File: config.mk
export PLATFORM = sky130hd
export DESIGN_NAME = stopwatch_core
export DESIGN_NICKNAME = d
export VERILOG_FILES = /design/src/rtl/stopwatch_core.sv
export SDC_FILE = /design/constraint.sdc
export NUM_CORES = 1
export LEC_CHECK = 0
export ABC_AREA = 1
export CAP_MARGIN = 25
export CORE_MARGIN = 1.5
export CORE_UTILIZATION = 55
export CTS_CLUSTER_DIAMETER = 50
export CTS_CLUSTER_SIZE = 24
export DETAILED_ROUTE_END_ITERATION = 8
export PLACE_DENSITY = 0.72
export SETUP_SLACK_MARGIN = 0.3
export SYNTH_ARGS = -nofsm -noshare
export SYNTH_HDL_FRONTEND = slang
export SYNTH_SLANG_ARGS = --single-unit
export TNS_END_PERCENT = 1
File: constraint.sdc
create_clock -name clk -period 2.3 [get_ports clk]
set_input_delay 0.46 -clock clk [delete_from_list [all_inputs] [get_ports clk]]
set_output_delay 0.46 -clock clk [all_outputs]
set_load 0.01 [all_outputs]
File: src/rtl/stopwatch_core.sv
// stopwatch_core: edge-detected clear/pause controls, PAUSED/RUNNING/ADJUST state machine, BCD MM:SS count.
// Optional lap hold (select_in edges while running) is built when STOPWATCH_LAP_EN is defined.
module stopwatch_core #(
  parameter int unsigned TICKS_PER_SEC = 32'd100000000,
  parameter int unsigned ADJ_TICKS     = 32'd50000000,
  parameter int unsigned BLINK_TICKS   = 32'd25000000
) (
  input  logic       clk,
  input  logic       reset2,
  input  logic       rst_in,
  input  logic       pause_in,
  input  logic       adj_in,
  input  logic       select_in,
  output logic [3:0] min_tens,
  output logic [3:0] min_ones,
  output logic [3:0] sec_tens,
  output logic [3:0] sec_ones,
  output logic       running,
  output logic       blink
);

  localparam int PW = (TICKS_PER_SEC > 32'd1) ? $clog2(TICKS_PER_SEC) : 1;
  localparam int AW = (ADJ_TICKS > 32'd1) ? $clog2(ADJ_TICKS) : 1;
  localparam int BW = (BLINK_TICKS > 32'd1) ? $clog2(BLINK_TICKS) : 1;

  localparam logic [PW-1:0] PRESC_MAX  = PW'(TICKS_PER_SEC - 32'd1);
  localparam logic [PW-1:0] PRESC_ONE  = PW'(32'd1);
  localparam logic [PW-1:0] PRESC_ZERO = PW'(32'd0);
  localparam logic [AW-1:0] ADJ_MAX    = AW'(ADJ_TICKS - 32'd1);
  localparam logic [AW-1:0] ADJ_ONE    = AW'(32'd1);
  localparam logic [AW-1:0] ADJ_ZERO   = AW'(32'd0);
  localparam logic [BW-1:0] BLK_MAX    = BW'(BLINK_TICKS - 32'd1);
  localparam logic [BW-1:0] BLK_ONE    = BW'(32'd1);
  localparam logic [BW-1:0] BLK_ZERO   = BW'(32'd0);

  typedef enum logic [1:0] {
    ST_PAUSED  = 2'd0,
    ST_RUNNING = 2'd1,
    ST_ADJUST  = 2'd2
  } state_t;

  // Increment a tens/ones pair modulo 60; returns {carry, tens, ones} and never leaves BCD range.
  function automatic logic [8:0] inc_mod60(input logic [3:0] tens, input logic [3:0] ones);
    if (ones >= 4'd9) begin
      if (tens >= 4'd5) inc_mod60 = {1'b1, 4'd0, 4'd0};
      else              inc_mod60 = {1'b0, tens + 4'd1, 4'd0};
    end else begin
      inc_mod60 = {1'b0, tens, ones + 4'd1};
    end
  endfunction

  state_t          state_r, state_nxt_s;
  logic            rst_prev_r, pause_prev_r, arm_r;
  logic            rst_edge_s, pause_edge_s;
  logic [PW-1:0]   presc_r, presc_nxt_s;
  logic [AW-1:0]   adj_cnt_r, adj_cnt_nxt_s;
  logic [BW-1:0]   blink_cnt_r, blink_cnt_nxt_s;
  logic            blink_r, blink_nxt_s;
  logic            running_r;
  logic [15:0]     cnt_r, cnt_nxt_s;
  logic [8:0]      sec_inc_s, min_inc_s;
  logic            enter_adj_s, count_en_s, adj_en_s;
  logic            sec_tick_s, adj_tick_s, blink_tog_s;

  // arm_r masks edges on the first cycle after reset so inputs held high through reset are not acted on.
  assign rst_edge_s   = rst_in & ~rst_prev_r & arm_r;
  assign pause_edge_s = pause_in & ~pause_prev_r & arm_r;
  assign sec_inc_s    = inc_mod60(cnt_r[7:4], cnt_r[3:0]);
  assign min_inc_s    = inc_mod60(cnt_r[15:12], cnt_r[11:8]);

  // Next state: adjust switch first, then clear, then pause toggle.
  always_comb begin
    state_nxt_s = state_r;
    if (adj_in && (state_r != ST_ADJUST)) begin
      state_nxt_s = ST_ADJUST;
    end else if (!adj_in && (state_r == ST_ADJUST)) begin
      state_nxt_s = ST_PAUSED;
    end else if (rst_edge_s) begin
      state_nxt_s = (state_r == ST_RUNNING) ? ST_PAUSED : state_r;
    end else if (pause_edge_s && (state_r == ST_PAUSED)) begin
      state_nxt_s = ST_RUNNING;
    end else if (pause_edge_s && (state_r == ST_RUNNING)) begin
      state_nxt_s = ST_PAUSED;
    end else begin
      state_nxt_s = state_r;
    end
  end

  assign enter_adj_s = (state_r != ST_ADJUST) && (state_nxt_s == ST_ADJUST);
  assign count_en_s  = (state_r == ST_RUNNING) && (state_nxt_s == ST_RUNNING);
  assign adj_en_s    = (state_r == ST_ADJUST) && (state_nxt_s == ST_ADJUST);
  assign sec_tick_s  = count_en_s && (presc_r == PRESC_MAX);
  assign adj_tick_s  = adj_en_s && (adj_cnt_r == ADJ_MAX);
  assign blink_tog_s = adj_en_s && (blink_cnt_r == BLK_MAX);

  // Prescalers, blink and digit next values.
  always_comb begin
    presc_nxt_s     = presc_r;
    adj_cnt_nxt_s   = adj_cnt_r;
    blink_cnt_nxt_s = blink_cnt_r;
    blink_nxt_s     = blink_r;
    cnt_nxt_s       = cnt_r;

    if (rst_edge_s || enter_adj_s) presc_nxt_s = PRESC_ZERO;
    else if (sec_tick_s)           presc_nxt_s = PRESC_ZERO;
    else if (count_en_s)           presc_nxt_s = presc_r + PRESC_ONE;
    else                           presc_nxt_s = presc_r;

    if (adj_en_s) begin
      adj_cnt_nxt_s   = adj_tick_s ? ADJ_ZERO : (adj_cnt_r + ADJ_ONE);
      blink_cnt_nxt_s = blink_tog_s ? BLK_ZERO : (blink_cnt_r + BLK_ONE);
      blink_nxt_s     = blink_tog_s ? ~blink_r : blink_r;
    end else begin
      adj_cnt_nxt_s   = ADJ_ZERO;
      blink_cnt_nxt_s = BLK_ZERO;
      blink_nxt_s     = 1'b0;
    end

    // Adjust ticks never carry between the minute and second fields.
    if (rst_edge_s) begin
      cnt_nxt_s = 16'h0000;
    end else if (sec_tick_s) begin
      if (sec_inc_s[8]) cnt_nxt_s = {min_inc_s[7:0], sec_inc_s[7:0]};
      else              cnt_nxt_s = {cnt_r[15:8], sec_inc_s[7:0]};
    end else if (adj_tick_s) begin
      if (select_in) cnt_nxt_s = {cnt_r[15:8], sec_inc_s[7:0]};
      else           cnt_nxt_s = {min_inc_s[7:0], cnt_r[7:0]};
    end else begin
      cnt_nxt_s = cnt_r;
    end
  end

  // State machine and all timekeeping registers.
  always_ff @(posedge clk) begin
    if (reset2) begin
      state_r      <= ST_PAUSED;
      rst_prev_r   <= 1'b0;
      pause_prev_r <= 1'b0;
      arm_r        <= 1'b0;
      presc_r      <= PRESC_ZERO;
      adj_cnt_r    <= ADJ_ZERO;
      blink_cnt_r  <= BLK_ZERO;
      blink_r      <= 1'b0;
      running_r    <= 1'b0;
      cnt_r        <= 16'h0000;
    end else begin
      state_r      <= state_nxt_s;
      rst_prev_r   <= rst_in;
      pause_prev_r <= pause_in;
      arm_r        <= 1'b1;
      presc_r      <= presc_nxt_s;
      adj_cnt_r    <= adj_cnt_nxt_s;
      blink_cnt_r  <= blink_cnt_nxt_s;
      blink_r      <= blink_nxt_s;
      running_r    <= (state_nxt_s == ST_RUNNING);
      cnt_r        <= cnt_nxt_s;
    end
  end

  assign running = running_r;
  assign blink   = blink_r;

`ifdef STOPWATCH_LAP_EN
  logic        sel_prev_r, sel_edge_s, hold_r, hold_nxt_s;
  logic [15:0] disp_r, disp_nxt_s;

  assign sel_edge_s = select_in & ~sel_prev_r & arm_r;

  // Lap hold freezes the displayed value while the live count keeps running.
  always_comb begin
    hold_nxt_s = hold_r;
    if (rst_edge_s || enter_adj_s)                   hold_nxt_s = 1'b0;
    else if (sel_edge_s && (state_r == ST_RUNNING))  hold_nxt_s = ~hold_r;
    else                                             hold_nxt_s = hold_r;
    if (hold_nxt_s) disp_nxt_s = disp_r;
    else            disp_nxt_s = cnt_nxt_s;
  end

  // Lap hold registers.
  always_ff @(posedge clk) begin
    if (reset2) begin
      sel_prev_r <= 1'b0;
      hold_r     <= 1'b0;
      disp_r     <= 16'h0000;
    end else begin
      sel_prev_r <= select_in;
      hold_r     <= hold_nxt_s;
      disp_r     <= disp_nxt_s;
    end
  end

  assign {min_tens, min_ones, sec_tens, sec_ones} = disp_r;
`else
  assign {min_tens, min_ones, sec_tens, sec_ones} = cnt_r;
`endif

endmodule

==> Word level (Yosys, flattened, before mapping) <==
Index checks and enable logic that the tools add are counted.
{ "totals": {"register_bits": 101, "output_inout_bits": 18, "in_bits": 6, "wordCells": 77} }
{ "classes": {"n_mux": 15, "eq_ne": 10, "n_reduce_logical": 22, "magnitude_cmp": 4, "bitwise": 8, "addsub": 7} }
{ "ops": {"columns": ["operator", "count"], "rows": [
  ["$mux 16", 4],
  ["$add 27x1->27 const B", 1],
  ["$eq 27x27->1 const B", 1],
  ["$add 26x1->26 const B", 1],
  ["$eq 26x26->1 const B", 1],
  ["$add 25x1->25 const B", 1],
  ["$eq 25x25->1 const B", 1],
  ["$mux 9", 2],
  ["$add 4x1->4 const B", 4],
  ["$mux 8", 2],
  ["$mux 2", 6],
  ["$logic_and 1x1->1", 10],
  ["$reduce_or 3->1", 3],
  ["$ge 4x3->1 const B", 2],
  ["$ge 4x4->1 const B", 2],
  ["$and 1x1->1", 4],
  ["$eq 2x1->1 const B", 2],
  ["$eq 2x2->1 const B", 2],
  ["$ne 2x2->1 const B", 2],
  ["$not 1->1", 4],
  ["$reduce_bool 2->1", 2],
  ["$reduce_or 2->1", 2],
  ["$reduce_and 3->1", 1],
  ["$logic_not 2->1", 1],
  ["other kinds (5)", 5]
]} }

==> Depth between registers and ports, before layout <==
{ "depth": {"ltp_word": 14, "ltp_mapped": 13, "ltp_nobuf": 13} }

==> Worst setup path after synthesis <==
No wires, ideal clock.
{ "synth_path": {"path_kind": "reg2reg", "from": "reg presc_r[0]", "to": "reg cnt_r[10]", "setup_time_ns": 0.073, "t_arrival_ns": 1.618, "path_buffers": 1, "required_time_ns": 2.227, "path_slack_ns": 0.609, "path_stages_with_launch": 13, "synth_period_minus_slack_ns": 1.691, "cell_sequence": "dfxtp_1 -> ha_1 -> nand3_2 -> nor2_2 -> nand2_1 -> nor2_2 -> nand3_2 -> buf_6 -> nand2_2 -> inv_2 -> nor2_2 -> nand2_1 -> a21oi_1"} }
{ "synth_via": {"elab_chain_len": 4, "elab_cells_between_ends": 7, "classes_between": "eq/ne: 3; mux: 1; reduce/logical: 3"} }
{ "synth_lines": {"columns": ["item", "line_no", "rtl"], "rows": [
  ["start: declaration", "55", "logic [PW-1:0] presc_r, presc_nxt_s;"],
  ["start signal: assignment", "151", "presc_r <= presc_nxt_s;"],
  ["$eq 27x27->1 (*)", "92", "assign sec_tick_s = count_en_s && (presc_r == PRESC_MAX);"],
  ["$logic_and 1x1->1 (*)", "92", null],
  ["$ne 2x2->1 (no line) (tied with other cells)", null, null],
  ["$reduce_and 3->1 (no line)", null, null],
  ["end signal: assignment", "156", "cnt_r <= cnt_nxt_s;"],
  ["end: declaration", "60", "logic [15:0] cnt_r, cnt_nxt_s;"]
]} }
Every way passes the cells marked *; elsewhere a longest branch is shown, timed or not.
A chain may end at the register's enable or synchronous reset.

==> Final worst setup path <==
{ "layout_path": {"from": "reg cnt_r[12]", "to": "out min_tens[0]"} }
{ "layout_rtl": {"columns": ["item", "line_no", "rtl"], "rows": [
  ["end: declaration", "14", "output logic [3:0] min_tens,"]
]} }
No word-level cell between the ends.

==> metrics.yaml <==
synthesis:
  synth-xor-area-share_pct: 4.79
  synth_top_cell_area_share_pct: 35.6
  synth_edf_count: 0
  avgSynthCellArea_sq_um: 6.75
  yosys_most_used_dff: "dfxtp_1"
  synthAdderAreaFrac_pct: 3.31
  ys_async_sr_fraction_pct: 0
  syn-num-nets: 862
  synth.largest_area_cell: "dfxtp_1"
  synth-seq-cells: 101
  synthMuxAreaShare_pct: 0
  ys_types: 40
  ys_seq_area_share_pct: 35.6
  synth_top_family_by_area: "simple AND/OR/NAND/NOR gates"
  synth_simple_gate_area_share_pct: 40.5
  ys.warnings.count: 0
  synth.area.top_cells: "dfxtp_1 36%, nand2_1 14%, nor2_1 7.4%"
  synth_compound_gate_area_share_pct: 7.65
  yosys-top-cells-count: "213 x nand2_1, 112 x nor2_1, 101 x dfxtp_1, 100 x inv_1, 64 x a21oi_1"
  post-synth-top-count-cell: "nand2_1"
  syn_inst: 841
  mappedNetlistArea_sq_um: 5670
critical_path:
  path_cells: "clkdlybuf4s50_1"
  crit_type: "reg2out"
  crit_path_end_kind: "primary output"
  critPathBufInv: 1
  crit_family: "buffers and inverters"
  slowest_delay_ns: 0.59
  startpoint_type: "register"
  slowest_stage: "clkdlybuf4s50_1"
  arrival_ns: 1.47
  required_ns: 1.84
  cp_max_fo: 7
final_layout:
  post-route-util_pct: 66.7
  fin_cells: 1031
  fin_nets: 914
  seq_area_sq_um: 2030
  syn2layout_area_growth_pct: 16.5
  fillers: 886
  n_antenna_cell: 0
  multi_input_area_sq_um: 3300
  drive_gt1_share_pct: 11.9
place:
  place_inst: 1005
  place_hpwl_um: 9310
  port_buffers: 23
  gp_congestion: 0.944
  place_ws_ns: -0.0429
timing:
  fin_crit_sh_pct: 84.1
  rsz0062_at_grt: "true"
  timing.fmax_mhz: 517
  fin_crit_ns: 1.93
  postLayoutSetupSlackWorst_ns: 0.366
  hold_viol: 0
  worst_pin_slew_ns: 0.417
  setup_viol: 0
  setup-tns-final_ns: 0
  holdWs_ns: 0.462
  relSlewSlack_pct: 71.9
  slew_viol_final: 0
  fin_worst_skew_ns: 0.00696
job:
  drv_cap: 0
drt:
  final_antenna_net_count: 0
  first_iter_violations: 214
  drc: 0
  num_vias: 5404
  drt_pass1_iterations: 5
  wl_per_cell_um: 12.2
  routed_wl_um: 12600
  post_drt_via_cell_ratio: 5.24
cts:
  clock-sinks: 101
  cts_inserted_buffers: 9
  cts-root-buf: "clkbuf_8"
  clkTransAtPathRegs_ns: 0.10
  htreeDepth: 3
  hold_buffers: 0
  cts_tree: "done"
  cts_buffer_depth: 2
  insertion_delay_ns: 0.39
global_routing:
  grtUsageTotal_pct: 23.6
  grt-ovfl-total: 0
  antenna_found_initial: 0
  grt_pass1_wl_um: 21500
  grt_pass1_vias: 5006
  grt_max_degree: 26
power:
  leakagePower_nw: 2.41
  power_density_nw_per_um2: 469
  ir_worst_vdd_uv: 545
die:
  die_w_um: 105
  initial_core_util_pct: 57.2
  pin_count: 24
  core_sq_um: 9910
  die-area_sq_um: 10900
  rows: 36
  die_y_um: 105
min_path:
  hold_path_class: "reg2reg"
status:
  status: "finished, final reports clean"
[cell families (layout without fill, tap and decap cells)]
logic type / after synthesis / after routing
AO/OA/AOI/OAI: 82 / 82
XOR/XNOR: 31 / 31
adder cells (fa/ha/maj): 15 / 15
buffers and inverters: 116 / 173
flip-flops: 101 / 101
AND/OR/NAND/NOR: 496 / 496
[layout by cell type (no fill, tap or decap), types with 4 or more instances in the layout]
| cell type | Yosys | routed |
|---|---|---|
| or2_0 | 5 | 5 |
| clkbuf_8 | 0 | 10 |
| nor3_2 | 4 | 4 |
| o21ai_0 | 6 | 5 |
| dfxtp_2 | 0 | 6 |
| nand3_1 | 42 | 42 |
| inv_2 | 2 | 4 |
| nor4_1 | 7 | 7 |
| nand2_1 | 213 | 210 |
| xor2_1 | 26 | 26 |
| nor2_1 | 112 | 107 |
| inv_1 | 100 | 98 |
| xnor2_1 | 5 | 5 |
| a21oi_1 | 64 | 64 |
| a31oi_1 | 4 | 4 |
| dfxtp_1 | 101 | 95 |
| nor3_1 | 37 | 37 |
| nor2_4 | 4 | 8 |
| buf_4 | 3 | 27 |
| nand4_1 | 22 | 22 |
| ha_1 | 15 | 13 |
| clkdlybuf4s50_1 | 0 | 22 |
| nor3b_1 | 16 | 15 |
| nand2_2 | 4 | 6 |
| nor2_2 | 12 | 13 |
| or2_2 | 5 | 5 |
[path summary, 6_finish.rpt]
path	from	endpoint	slack, ns	cells after the start
max	cnt_r[12]	min_tens[0]	0.37	1
min	blink_cnt_r[0]	blink_cnt_r[0]	0.46	1
max reg2reg	presc_r[21]	cnt_r[5]	0.40	9
min reg2reg	blink_cnt_r[0]	blink_cnt_r[0]	0.46	1
[metrics by stage]
stage	cell area (sq um)	power (mW)
detailed placement	6190	1.90
CTS	6430	3.12
global route	6610	3.20
global placement	6190	1.90
floorplan	5670	1.85
finish	6610	3.10
[area by class of cell]
type | instances | area share, %
Tap cell | 133 | 2.52
Inverter | 103 | 5.85
Clock buffer | 10 | 2.08
Sequential cell | 101 | 30.7
Clock inverter | 6 | 1.14
Timing Repair Buffer | 54 | 7.87
Multi-Input combinational cell | 624 | 49.8
[registers in the layout, indices dropped and copies added, names as in the netlist]
signal,cells
presc_r,27
adj_cnt_r,26
running,1
rst_prev_r,1
state_r,2
pause_prev_r,1
cnt_r,16
blink_cnt_r,25
blink,1
arm_r,1
[repair_timing]
action / 4_1_cts / 5_1_grt
setup buffers: 2 / 7
gates resized for setup: 6 / 26
pin swaps: 3 / 9
gates cloned: 0 / 1
endpoints found under the setup margin: 14 / 27
[layer usage]
layer	track usage, %	share of wire [%]	up-vias
met4	6.75	1.6	0
met3	6.05	4.7	21
met5	0	0	-
met1	27.3	44	2466
li1	-	-	2804
met2	42.6	49	113
[power by group]
group | internal, mW | switching (mW) | total, mW
Sequential | 1.75 | 0.00604 | 1.76
Combinational | 0.0438 | 0.0627 | 0.107
Clock | 0.552 | 0.682 | 1.23
Note: power is estimated with default switching activity, not from simulation.
